### config.mk
export PLATFORM = sky130hd
export DESIGN_NAME = fetch_queue
export DESIGN_NICKNAME = d
export VERILOG_FILES = /design/src/rtl/fetch_queue_pkg.sv /design/src/rtl/fetch_fifo.sv /design/src/rtl/fetch_queue.sv
export SDC_FILE = /design/constraint.sdc
export NUM_CORES = 1
export LEC_CHECK = 0
export CAP_MARGIN = 20
export CORE_MARGIN = 5
export CORE_UTILIZATION = 50
export CTS_CLUSTER_DIAMETER = 80
export DETAILED_ROUTE_END_ITERATION = 6
export GPL_ROUTABILITY_DRIVEN = 1
export GPL_TIMING_DRIVEN = 0
export PLACE_DENSITY = 0.74
export SYNTH_ARGS = -nofsm -noshare
export SYNTH_HDL_FRONTEND = slang
export SYNTH_HIERARCHICAL = 1
export SYNTH_SLANG_ARGS = --single-unit
### constraint.sdc
create_clock -name clock -period 3.1 [get_ports clock]
set_input_delay 0.31 -clock clock [delete_from_list [all_inputs] [get_ports clock]]
set_output_delay 0.31 -clock clock [all_outputs]
set_load 0.02 [all_outputs]
### src/rtl/fetch_queue_pkg.sv
// Shared constants and helpers for the instruction fetch stage: reset PC, canonical NOP,
// and the FIFO operation encoding used by the prefetch buffer.
package fetch_queue_pkg;

    localparam int unsigned DATAW_DEF     = 32;
    localparam logic [31:0] BASE_ADDR_DEF = 32'h0100_0000;
    localparam logic [6:0]  OPC_OP_IMM    = 7'b001_0011;
    // ADDI x0, x0, 0
    localparam logic [31:0] NOP_INSTR_DEF = {12'h000, 5'd0, 3'b000, 5'd0, OPC_OP_IMM};

    typedef enum logic [1:0] {
        FIFO_IDLE = 2'b00,
        FIFO_PUSH = 2'b01,
        FIFO_POP  = 2'b10,
        FIFO_BOTH = 2'b11
    } fifo_op_e;

    function automatic fifo_op_e fifo_op(input logic push, input logic pop);
        return fifo_op_e'({pop, push});
    endfunction

endpackage

### src/rtl/fetch_fifo.sv
// Prefetch buffer: DEPTH entries of {pc, instr}, naturally wrapping pointers with a
// separate count so full and empty are distinguishable; flush empties it in one edge.
module fetch_fifo
    import fetch_queue_pkg::*;
#(
    parameter int WIDTH = 64,
    parameter int DEPTH = 4
) (
    input  logic                       clock,
    input  logic                       reset,
    input  logic                       flush,
    input  logic                       push,
    input  logic [WIDTH-1:0]           push_data,
    input  logic                       pop,
    output logic [WIDTH-1:0]           head_data,
    output logic [$clog2(DEPTH+1)-1:0] count
);

    localparam int PTRW = $clog2(DEPTH);

    logic [WIDTH-1:0] mem [DEPTH];
    logic [PTRW-1:0]  wr_ptr;
    logic [PTRW-1:0]  rd_ptr;

    // NOTE: sequential state uses non-blocking assignments so every flop samples pre-edge values.
    always_ff @(posedge clock or negedge reset) begin
        if (!reset) begin
            wr_ptr <= '0;
            rd_ptr <= '0;
            count  <= '0;
        end else if (flush) begin
            wr_ptr <= '0;
            rd_ptr <= '0;
            count  <= '0;
        end else begin
            case (fifo_op(push, pop))
                FIFO_PUSH: begin
                    wr_ptr <= wr_ptr + 1'b1;
                    count  <= count + 1'b1;
                end
                FIFO_POP: begin
                    rd_ptr <= rd_ptr + 1'b1;
                    count  <= count - 1'b1;
                end
                FIFO_BOTH: begin
                    wr_ptr <= wr_ptr + 1'b1;
                    rd_ptr <= rd_ptr + 1'b1;
                end
                default: ;
            endcase
        end
    end

    // NOTE: storage is deliberately not reset; count gates every read, so stale contents are never seen.
    always_ff @(posedge clock) begin
        if (push && !flush) begin
            mem[wr_ptr] <= push_data;
        end
    end

    assign head_data = mem[rd_ptr];

endmodule

### src/rtl/fetch_queue.sv
// Instruction fetch stage: owns the fetch PC, issues credit-limited sequential fetches,
// buffers returned {pc, instr} pairs and hands them to decode; redirects flush everything.
module fetch_queue
    import fetch_queue_pkg::*;
#(
    parameter int               DATAW     = 32,
    parameter logic [DATAW-1:0] BASE_ADDR = DATAW'(BASE_ADDR_DEF),
    parameter int               DEPTH     = 4,
    parameter logic [DATAW-1:0] NOP_INSTR = DATAW'(NOP_INSTR_DEF)
) (
    input  logic                       clock,
    input  logic                       reset,
    input  logic                       redirect_valid,
    input  logic [DATAW-1:0]           redirect_pc,
    output logic                       imem_req,
    output logic [DATAW-1:0]           imem_addr,
    input  logic [DATAW-1:0]           imem_rdata,
    input  logic                       imem_rvalid,
    output logic                       fd_valid,
    input  logic                       fd_ready,
    output logic [DATAW-1:0]           fd_pc,
    output logic [DATAW-1:0]           fd_instr,
    output logic [$clog2(DEPTH+1)-1:0] occupancy
);

    localparam int CNTW = $clog2(DEPTH+1);

    logic [DATAW-1:0]   fetch_pc;
    logic [DATAW-1:0]   inflight_pc;
    logic               outstanding;
    logic [CNTW:0]      committed;
    logic               credit_ok;
    logic               push;
    logic               pop;
    logic [2*DATAW-1:0] head_data;
    logic [DATAW-1:0]   head_pc;
    logic [DATAW-1:0]   head_instr;
    logic               unused_redirect_lo;

    // A slot is committed once requested, so an in-flight fetch counts against capacity.
    assign committed = (CNTW+1)'(occupancy) + (CNTW+1)'(outstanding);
    assign credit_ok = committed < (CNTW+1)'(DEPTH);

    // Gating with reset keeps the request low for the whole reset interval, not just after an edge.
    assign imem_req  = reset && !redirect_valid && credit_ok;
    assign imem_addr = fetch_pc;

    assign push = imem_rvalid && !redirect_valid;
    assign pop  = fd_valid && fd_ready && !redirect_valid;

    // Redirect targets are word aligned by dropping the low bits.
    assign unused_redirect_lo = ^redirect_pc[1:0];

    always_ff @(posedge clock or negedge reset) begin
        if (!reset) begin
            fetch_pc    <= BASE_ADDR;
            inflight_pc <= '0;
            outstanding <= 1'b0;
        end else if (redirect_valid) begin
            fetch_pc    <= {redirect_pc[DATAW-1:2], 2'b00};
            outstanding <= 1'b0;
        end else if (imem_req) begin
            fetch_pc    <= fetch_pc + DATAW'(4);
            inflight_pc <= fetch_pc;
            outstanding <= 1'b1;
        end else begin
            outstanding <= 1'b0;
        end
    end

    fetch_fifo #(
        .WIDTH (2*DATAW),
        .DEPTH (DEPTH)
    ) u_fifo (
        .clock     (clock),
        .reset     (reset),
        .flush     (redirect_valid),
        .push      (push),
        .push_data ({inflight_pc, imem_rdata}),
        .pop       (pop),
        .head_data (head_data),
        .count     (occupancy)
    );

    assign {head_pc, head_instr} = head_data;
    assign fd_valid = (occupancy != '0);

    always_comb begin
        // NOTE: every always_comb output gets a default first so no path infers a latch.
        fd_pc    = '0;
        fd_instr = NOP_INSTR;
        if (fd_valid) begin
            fd_pc    = head_pc;
            fd_instr = head_instr;
        end
    end

    a_no_overflow: assert property (@(posedge clock) disable iff (!reset)
        !(push && !pop && occupancy == CNTW'(DEPTH)));

endmodule
# ---- Yosys cells after proc, flatten, opt, wreduce, memory -nomap -nowiden
# Memories as Yosys holds them, arrays and structs flattened.
# Index checks and enable logic that the tools add are counted.
dict set report word_totals {
  output_inout_bits 101
  inputBits 69
  n_memories 1
  word_cells 47
  regBits 72
  ram_bits 256
}
# name depth word_bits rd rd_clocked_by_memory_dff write_ports line
set mem_list {}
lappend mem_list {u_fifo.mem 4 64 1 0 1 fetch_fifo.sv:21} ;# logic [WIDTH-1:0] mem [DEPTH];
dict set report classes {
  reduce_logical 15
  bitwise 1
  eq_ne 3
  add_sub_neg 6
  n_lt_le_gt_ge 1
  mux 14
}
# op n
set op_table {}
lappend op_table {{$mux 32} 4}
lappend op_table {{$add 32x3->32 const B} 1}
lappend op_table {{$mux 2} 4}
lappend op_table {{$logic_and 1x1->1} 6}
lappend op_table {{$pmux 3 s2} 1}
lappend op_table {{$reduce_bool 2->1} 3}
lappend op_table {{$reduce_bool 3->1} 2}
lappend op_table {{$add 2x1->2 const B} 2}
lappend op_table {{$add 3x1->4} 1}
lappend op_table {{$eq 2x2->1 const B} 2}
lappend op_table {{$lt 4x3->1 const B} 1}
lappend op_table {{$mux 1} 4}
lappend op_table {{$reduce_or 2->1} 2}
lappend op_table {{$add 3x1->3 const B} 1}
lappend op_table {{$mux 3} 1}
lappend op_table {{$sub 3x1->3 const B} 1}
lappend op_table {{$eq 2x1->1 const B} 1}
lappend op_table {{$reduce_and 2->1} 1}
lappend op_table {{$logic_not 1->1} 1}
lappend op_table {{$not 1->1} 1}

# ---- Depth between registers and ports, before layout
dict set report depth {
  depth_word 7
  mapped_depth 8
  mapped_depth_nobuf 7
}

# ---- Hierarchy
# Netlist, hierarchy kept.
# module cells_per_inst seq_area_each_um2 n_inst area_each_um2
set modules_own_cells {}
lappend modules_own_cells {fetch_fifo 375 7862.5 1 9656.8}
lappend modules_own_cells {fetch_queue 425 1527.7 1 3534.6}

# ---- Least setup slack after synthesis
# Ideal clock, no wire load.
dict set report synth_timing {
  kind {input to register}
  startpoint {input port redirect_valid}
  endpoint {memory u_fifo.mem[0][0] (enable)}
  setup_time_ns 0.429
  t_arrival_ns 2.504
  path_buffers 2
  required_time_ns 2.671
  stages 5
  slack_ns 0.167
  cell_sequence {clkbuf_1 > nor2b_1 > buf_2 > nor2b_1 > and2_1}
}
dict set report synth_via {
  elab_chain_len 5
}
# item line
set synth_rtl {}
lappend synth_rtl {{start, declared} fetch_queue.sv:13} ;# input logic redirect_valid,
lappend synth_rtl {{$logic_not 1->1} fetch_queue.sv:48} ;# assign push = imem_rvalid && !redirect_valid;
lappend synth_rtl {{$logic_and 1x1->1} fetch_queue.sv:48}
lappend synth_rtl {{net push} fetch_queue.sv:33} ;# logic push;
lappend synth_rtl {{$logic_and 1x1->1} fetch_fifo.sv:56} ;# if (push && !flush) begin
lappend synth_rtl {{$mux 1} fetch_fifo.sv:56}
lappend synth_rtl {{$mux 1 (implied by the code)} fetch_fifo.sv:57} ;# mem[wr_ptr] <= push_data;
lappend synth_rtl {{end, declared} fetch_fifo.sv:21}
# The timed path passes the listed nets, and every way through them passes these cells.

# ---- Final worst setup path
dict set report layout_timing {
  startpoint {register u_fifo.count[1]}
  endpoint {output port fd_pc[18]}
}
dict set report layout_via {
  elab_chain_len 2
}
# item line
set layout_rtl {}
lappend layout_rtl {{start, declared} fetch_fifo.sv:16} ;# output logic [$clog2(DEPTH+1)-1:0] count
lappend layout_rtl {{start signal, assigned} fetch_fifo.sv:39} ;# count <= count + 1'b1;
lappend layout_rtl {{start signal, assigned} fetch_fifo.sv:43} ;# count <= count - 1'b1;
lappend layout_rtl {{$reduce_bool 3->1} fetch_queue.sv:86} ;# assign fd_valid = (occupancy != '0);
lappend layout_rtl {{$mux 32} fetch_queue.sv:92} ;# if (fd_valid) begin
lappend layout_rtl {{end, declared} fetch_queue.sv:21} ;# output logic [DATAW-1:0] fd_pc,
# No other way between the ends.

==> impl_metrics.ini <==
[run_status]
run_status = finished with violations
failing_checks = DRC

[drt]
route.detailed.vias_per_inst = 5.67
first_pass_iters = 7
detail_route.wl_per_cell_um = 21.4
drt-initial-drc-count = 634
routed-via-count = 7772
totalWireLength_um = 29300
ant_nets = 0
drcViolationCount = 1

[cts]
h-tree-depth = 1
cts_tree = yes
cts_setup_buffers = 0
path_clk_slew_ns = 0.06
number_of_buffers_created_by_cts = 31
cts_num_sinks = 324
clock_tree.buffer_depth = 3
clock_tree.root_cell = clkbuf_16
clkLatencyLatePin_ns = 0.54

[timing]
timing.final.hold_violations = 0
slew_viol_final = 0
worst_clock_skew_ns = 0.00682
setup_viol_count_final = 0
setup_ws_ns = 0.124
post-route-period-util_pct = 96.0
finalCriticalPeriod_ns = 2.98
grt_setup_unrepaired = false
max_clock_freq_mhz = 336
maxSlewHeadroom_pct = 52.5
final.hold.worst_slack_ns = 0.294
worstMarginPinSlew_ns = 0.713

[pwr]
powerDensity_nw_per_um2 = 628
pwr-share-clk_pct = 34.8
combPwrFrac_pct = 15.3
total_leakage_power_uw = 0.00579
ir_drop_mv = 0.346
cellInternalPower_uw = 7780
power_frac_seq_pct = 49.9
power_switching_share_pct = 24.7
switching_power_uw = 2550

[die]
initial_core_util_pct = 50.8
rows = 59
core_area_um2 = 26000
die_area_um2 = 29700
die_h_um = 172
io_pins = 170
die_x_um = 172

[worst_setup_path]
reg2reg_setup_slack_ns = 0.44
worst_ep_required_time_ns = 2.79
rr_worst_depth = 8
crit_path_cell_trace = or3_1, clkbuf_4, buf_2, and2_1, clkdlybuf4s50_1
cp-start-kind = flip-flop
crit_slowest_cell = clkdlybuf4s50_1
crit_path_end_kind = output port
critPathMaxFanout = 10
r2r-start = u_fifo/count[1]$_DFFE_PN0P_
r2r_end = u_fifo/count[2]$_DFFE_PN0P_
critical_path.max_stage_delay_ns = 0.55
critPathArrivalTime_ns = 2.67
timing.setup.critical_path_class = flip-flop to output port

[logic_synthesis]
post_synth_fa_ha_maj_area_fraction_pct = 0.626
number_of_standard_cells_after_synthesis = 800
yosysWarnings = 6
synth_top_family_by_area = multiplexers
seq_area_frac_synth_pct = 71.2
yosys_register_bits = 324
post_synth_main_area_contributors = edfxtp_1, dfrtp_1, mux4_2, and2_1, nand2_1
yosys.area.top_type = edfxtp_1
post-synth-top-count-cell = edfxtp_1
synth-main-ff-cell = edfxtp_1
netlist.area_leader.share_pct = 58.3
synth_area_per_cell_um2 = 16.5
async_reset_ff_share_pct = 21.0
compound_gate_fraction_of_synth_area_pct = 3.54
synthTopCellsByCount = edfxtp_1, nand2_1, and2_1
post_synth_and_or_nand_nor_area_fraction_pct = 10.6
synth_cell_types = 53
muxShareOfSynthArea_pct = 11.4
synth_edf_count = 256
synth_xor_area_share_pct = 0.398
synthesis.area_um2 = 13200

[finish]
fin_area_um2 = 16400
multi_input_comb_area_um2 = 3550
layout.area.seq_um2 = 9390
areaGrowthSynthToFinish_pct = 24.7
fillerInstances = 1920
proportion_of_layout_cells_with_a_drive_suffix_above_1_pct = 14.8
finalNonFillerCells = 1371
nNetsFinal = 1087
insertedDiodeCount = 0

[placement]
dp_slack_ns = -0.483
postPlaceCellArea_um2 = 15400
io_buffer_count = 165
routabilityCongestion = 0.910
detailedPlacementHpwl_um = 19100
dp.cells = 1313

[grt]
grt_start_max_net_pins = 68
wire_length_of_the_first_global_routing_pass_um = 45000
vias_in_the_first_global_route = 7871
number_of_antenna_violations_at_the_first_check_in_global_routing = 0
global_route.overflow_total = 0
global_route.usage.total_pct = 19.7

[worst_hold_path]
timing.hold.worst.class = primary input to asynchronous set/reset pin

[flow_run]
timing.max_cap.violations = 0
==> worst max-delay path: cells and delay by family (launching register included) <==
family | cells | cell delay [ns]
AND/OR/NAND/NOR | 2 | 0.66
flip-flops | 1 | 0.43
buffers and inverters | 3 | 1.02
==> per-stage QoR <==
step	total power, µW	util [%]	setup TNS, ns
after floorplan	6020	-	0
after global placement	6790	58.9	-634.97
after detailed placement	6830	59.3	-0.483
after CTS	10400	63.2	0
after global routing	10700	63.3	0
final	10300	63.3	0
==> how the worst max path moves through the flow <==
| stage | from | end | cells after the start |
|---|---|---|---|
| 2_1_floorplan | redirect_valid | u_fifo/mem[0][0]$_DFFE_PP_ | 5 |
| 3_3_place_gp | reset | imem_req | 7 |
| 3_5_place_dp | reset | imem_req | 7 |
| 4_1_cts | u_fifo/count[1]$_DFFE_PN0P_ | fd_pc[18] | 5 |
| 5_1_grt | u_fifo/count[1]$_DFFE_PN0P_ | fd_instr[30] | 5 |
| 6_report | u_fifo/count[1]$_DFFE_PN0P_ | fd_pc[18] | 5 |
==> kinds of logic after synthesis <==
family	after synthesis
fa+ha+maj	6
flops	324
mux	70
other cells	1
buf+inv	58
xor+xnor	6
simple gates	270
compound gates	65
==> final cells by class <==
| type | count | area share [%] |
|---|---|---|
| inverters | 13 | 0.312 |
| plain buffers | 44 | 1.49 |
| clock buffers | 37 | 4.85 |
| repair buffers | 171 | 11.0 |
| clock inverters | 20 | 1.06 |
| well taps | 335 | 2.55 |
| multi-input cells | 427 | 21.6 |
| flip-flops and latches | 324 | 57.1 |
==> sequential cells by signal, summed over array words and instances (netlist names) <==
name and count:
imem_addr 30, inflight_pc 30, outstanding 1, u_fifo/count 3, u_fifo/mem 256, u_fifo/rd_ptr 2
u_fifo/wr_ptr 2
==> power groups by stage <==
stage / Clock [µW] / Sequential (µW) / Combinational [µW]
floorplan: 0 / 5230 / 791
global placement: 0 / 5230 / 1560
detailed placement: 0 / 5240 / 1580
CTS: 3670 / 5150 / 1610
global route: 3850 / 5180 / 1710
finish: 3600 / 5160 / 1580
==> per-layer routing <==
layer | GRT usage, % | up-vias | part of all wire, %
li1 | - | 3501 | -
met1 | 28.8 | 3911 | 43
met2 | 31.7 | 310 | 48
met3 | 3.52 | 50 | 7.6
met4 | 4.00 | 0 | 1.7
met5 | 0 | - | 0
==> placed cells by master (no fill, tap or decap), types with 5 or more instances in the layout <==
cell,netlist,layout
ha_1,5,5
dfrtp_1,67,67
nand4_1,11,11
nand3_1,14,14
o21ai_0,20,20
buf_2,11,12
clkbuf_16,0,31
and2_1,70,66
nor2_1,9,9
nor3_1,7,7
clkinv_1,0,5
o211ai_1,7,7
inv_1,12,12
edfxtp_1,256,256
nand2_1,114,114
or4_1,10,10
nor2b_1,6,6
mux4_2,64,64
clkdlybuf4s50_1,0,159
conb_1,1,10
clkbuf_1,22,25
o311ai_0,15,15
buf_16,0,5
buf_6,6,7
clkinv_2,0,10
a22oi_1,5,5
dlymetal6s2s_1,0,5
==> what timing repair did <==
item	in CTS	in global routing
setup endpoints to repair	41	6
hold buffers	2	0
gates resized for setup	6	6
endpoints found under the hold margin	67	0
Power figures use the tool's default switching activity.
==> RTL edit, RTL diff (config.mk and constraints unchanged) <==
Change the parameter `DATAW` from 32 to 16.
--- a/src/rtl/fetch_queue.sv
+++ b/src/rtl/fetch_queue.sv
@@ -3,7 +3,7 @@
 module fetch_queue
     import fetch_queue_pkg::*;
 #(
-    parameter int               DATAW     = 32,
+    parameter int               DATAW     = 16,
     parameter logic [DATAW-1:0] BASE_ADDR = DATAW'(BASE_ADDR_DEF),
     parameter int               DEPTH     = 4,
     parameter logic [DATAW-1:0] NOP_INSTR = DATAW'(NOP_INSTR_DEF)
Interface: changed (5 resized); port bits go from 170 to 90. No check against the original RTL was run, so the function may have changed too.
==> RTL edit against the unedited design <==
Routed wire length fell by 57%; total power fell by 45%; synthesized area down 49%; cell area shrank 48%; clock skew shrank 0.0017 ns; largest power group unchanged; register-to-register slack improved by 0.21 ns; setup slack gained 0.15 ns; critical endpoint is now fd_instr[4]; sequential cell count is 160 lower.
==> RTL edit: results (changes against the unedited design) <==
Status = completed
Iter 0 DRT Violations = 292 (-54%)
Synth warnings = 6 (unchanged)
Largest net degree at the start of global routing = 37 (-46%)
Non-Filler Instances = 705 (-49%)
Vias post-DR = 3,775 (-51%)
Root Buffer = clkbuf_16
Routability congestion estimate = 0.820 (-10%)
Largest register FFs = 128 (-50%)
Startpoint types = flip-flop
Adder-cell area share of the yosys netlist = 0.0123 (+0.00601)
Worst-case clock buffer depth = 2 (-1)
Antenna diodes = 0 (unchanged)
Area after DPL = 7830 um^2 (-49%)
Cts bufs inserted = 17 (-45%)
CP max stage delay = 0.59 ns (+0.04 ns)
Post-detail-place hpwl = 8.14 mm (-57%)
Number of placed instances, taps included = 671 (-49%)
Lkg Pwr = 3.02 nW (-48%)
Most frequent cells after synthesis = edfxtp_1, nand2_1, dfrtp_1
Reg-to-Reg End = u_fifo/count[2]
Synth top area cells = edfxtp_1, dfrtp_1, mux4_2
Worst Path Max Fanout = 10 (unchanged)
Worst R2R Path Depth = 8 (unchanged)
Reg2Reg Launch Point = u_fifo/count[1]
Antenna violations before repair = 0 (unchanged)
CP max-delay cell = clkdlybuf4s50_1
Drt pass-1 iters = 4 (-3)
Compound-cell area share of the yosys netlist = 0.0348 (-0.000621)
Distinct cells, synth = 43 (-19%)
EDFF count, synth = 128 (-50%)
Worst-path clk slew = 0.06 ns (about the same)
Post-Route Setup TNS = 0 ns (unchanged)
Xor/xnor cell area share of the yosys netlist = 0.00781 (+0.00382)
Layout cells sized above 1 = 0.163 (+0.0149)
I/O Buffers = 84 (-49%)
Total track usage = 0.169 (-0.0275)
Final #Nets = 559 (-49%)
Hold WC Path Type = in -> reg
Multiplexer area fraction after synthesis = 0.115 (+0.00104)
Post-synth ARST share = 0.220 (+0.00964)
CTS H-tree depth = 4 (+3)
Part of the Yosys area used for sequential elements = 0.705 (-0.00701)
Fillers = 969 (-50%)
Worst Skew = 0.00514 ns (-0.00168 ns)
Critical Path AT = 2.51 ns (-0.16 ns)
R2r setup slk = 0.65 ns (+0.21 ns)
Setup crit end = fd_instr[4]
Gate Count Post-Synth = 402 (-50%)
Avg WL per Cell = 18.0 um (-16%)
Vias in the first global route = 3,992 (-49%)
Largest reg by FF count = u_fifo/mem
Cell family with most CP delay = buffers and inverters
Maximum vdd drop = 0.420 mV (+21%)
Worst-Skew Late Latency = 0.41 ns (-0.13 ns)
Least-Margin Pin Slew = 0.892 ns (+0.180 ns)
First-pass GRT wire length = 20.8 mm (-54%)
-- RTL edit: cell count changes after synthesis, moves of 11 or more --
cell / before / now
nor2b_1: 6 / 32
clkbuf_1: 22 / 8
dfrtp_1: 67 / 36
edfxtp_1: 256 / 128
nand2_1: 114 / 48
mux4_2: 64 / 28
and2_1: 70 / 4
nand3_1: 14 / 3
-- RTL edit: layout make-up --
type / instances / area (um^2) / share of cell area
clock buffer: 23 / 478 / 0.0561
tap: 176 / 220 / 0.0258
inverter: 10 / 37.5 / 0.00440
sequential: 164 / 4740 / 0.557
buffer: 24 / 166 / 0.0195
multi-input combinational: 213 / 1830 / 0.215
timing repair buffer: 86 / 871 / 0.102
clock inverter: 9 / 174 / 0.0204
-- RTL edit: where the power goes --
group	internal [mW]	switching, mW
Sequential	2.50	0.0926
Clock	1.49	0.782
Combinational	0.393	0.426
Total	4.38	1.30
-- RTL edit: what timing repair did --
item / 4_1_cts / 5_1_grt
resized for setup: 2 / 2
hold endpoints to repair: 36 / 0
setup endpoints to repair: 31 / 5
buffers inserted: 0 / 0
cloned: 0 / 0
hold buffers: 2 / 0
-- RTL edit: metrics by stage --
stage,power [mW],setup WS (ns)
6_report,5.68,0.279
5_1_grt,5.91,0.0941
4_1_cts,5.74,0.0527
3_5_place_dp,3.46,-0.158
3_3_place_gp,3.43,-1.26
2_1_floorplan,3.06,0.591
-- RTL edit: worst min path at each step --
stage              startpoint           endpoint  slack [ns]  depth (start not counted)
2_1_floorplan           reset      imem_addr[10]        0.01                          0
3_5_place_dp            reset    u_fifo/count[1]        0.46                          1
5_1_grt        redirect_valid   u_fifo/wr_ptr[0]        0.27                          2
3_3_place_gp   inflight_pc[3]  u_fifo/mem[2][19]        0.49                          0
4_1_cts        redirect_valid    u_fifo/count[0]        0.23                          2
6_report       redirect_valid   u_fifo/wr_ptr[1]        0.26                          2
-- RTL edit: cell families (layout without fill, tap and decap cells) --
logic type / after synthesis / after routing
xor gates and xnor gates: 6 / 6
adders and majority gates: 6 / 6
muxes: 36 / 36
buffers and inverters: 34 / 152
DFF: 164 / 164
and+or+nand+nor: 124 / 124
other: 1 / 10
AOI/OAI and AO/OA: 31 / 31
-- RTL edit: per-layer routing --
metal	track usage	up-vias	wire [um]
li1	-	1751	-
met1	0.222	1888	5620
met2	0.273	119	6140
met3	0.0517	17	712
met4	0.0574	0	224
met5	0	-	0
-- RTL edit: worst reg2reg max path: stages (launching register included) --
cell     delay [ns]
dfrtp_1        0.46
nor3_4         0.40
inv_1          0.11
and3_1         0.29
nor2b_1        0.18
fa_1           0.37
nor3b_1        0.25
o21ai_0        0.11
nor3b_1        0.15
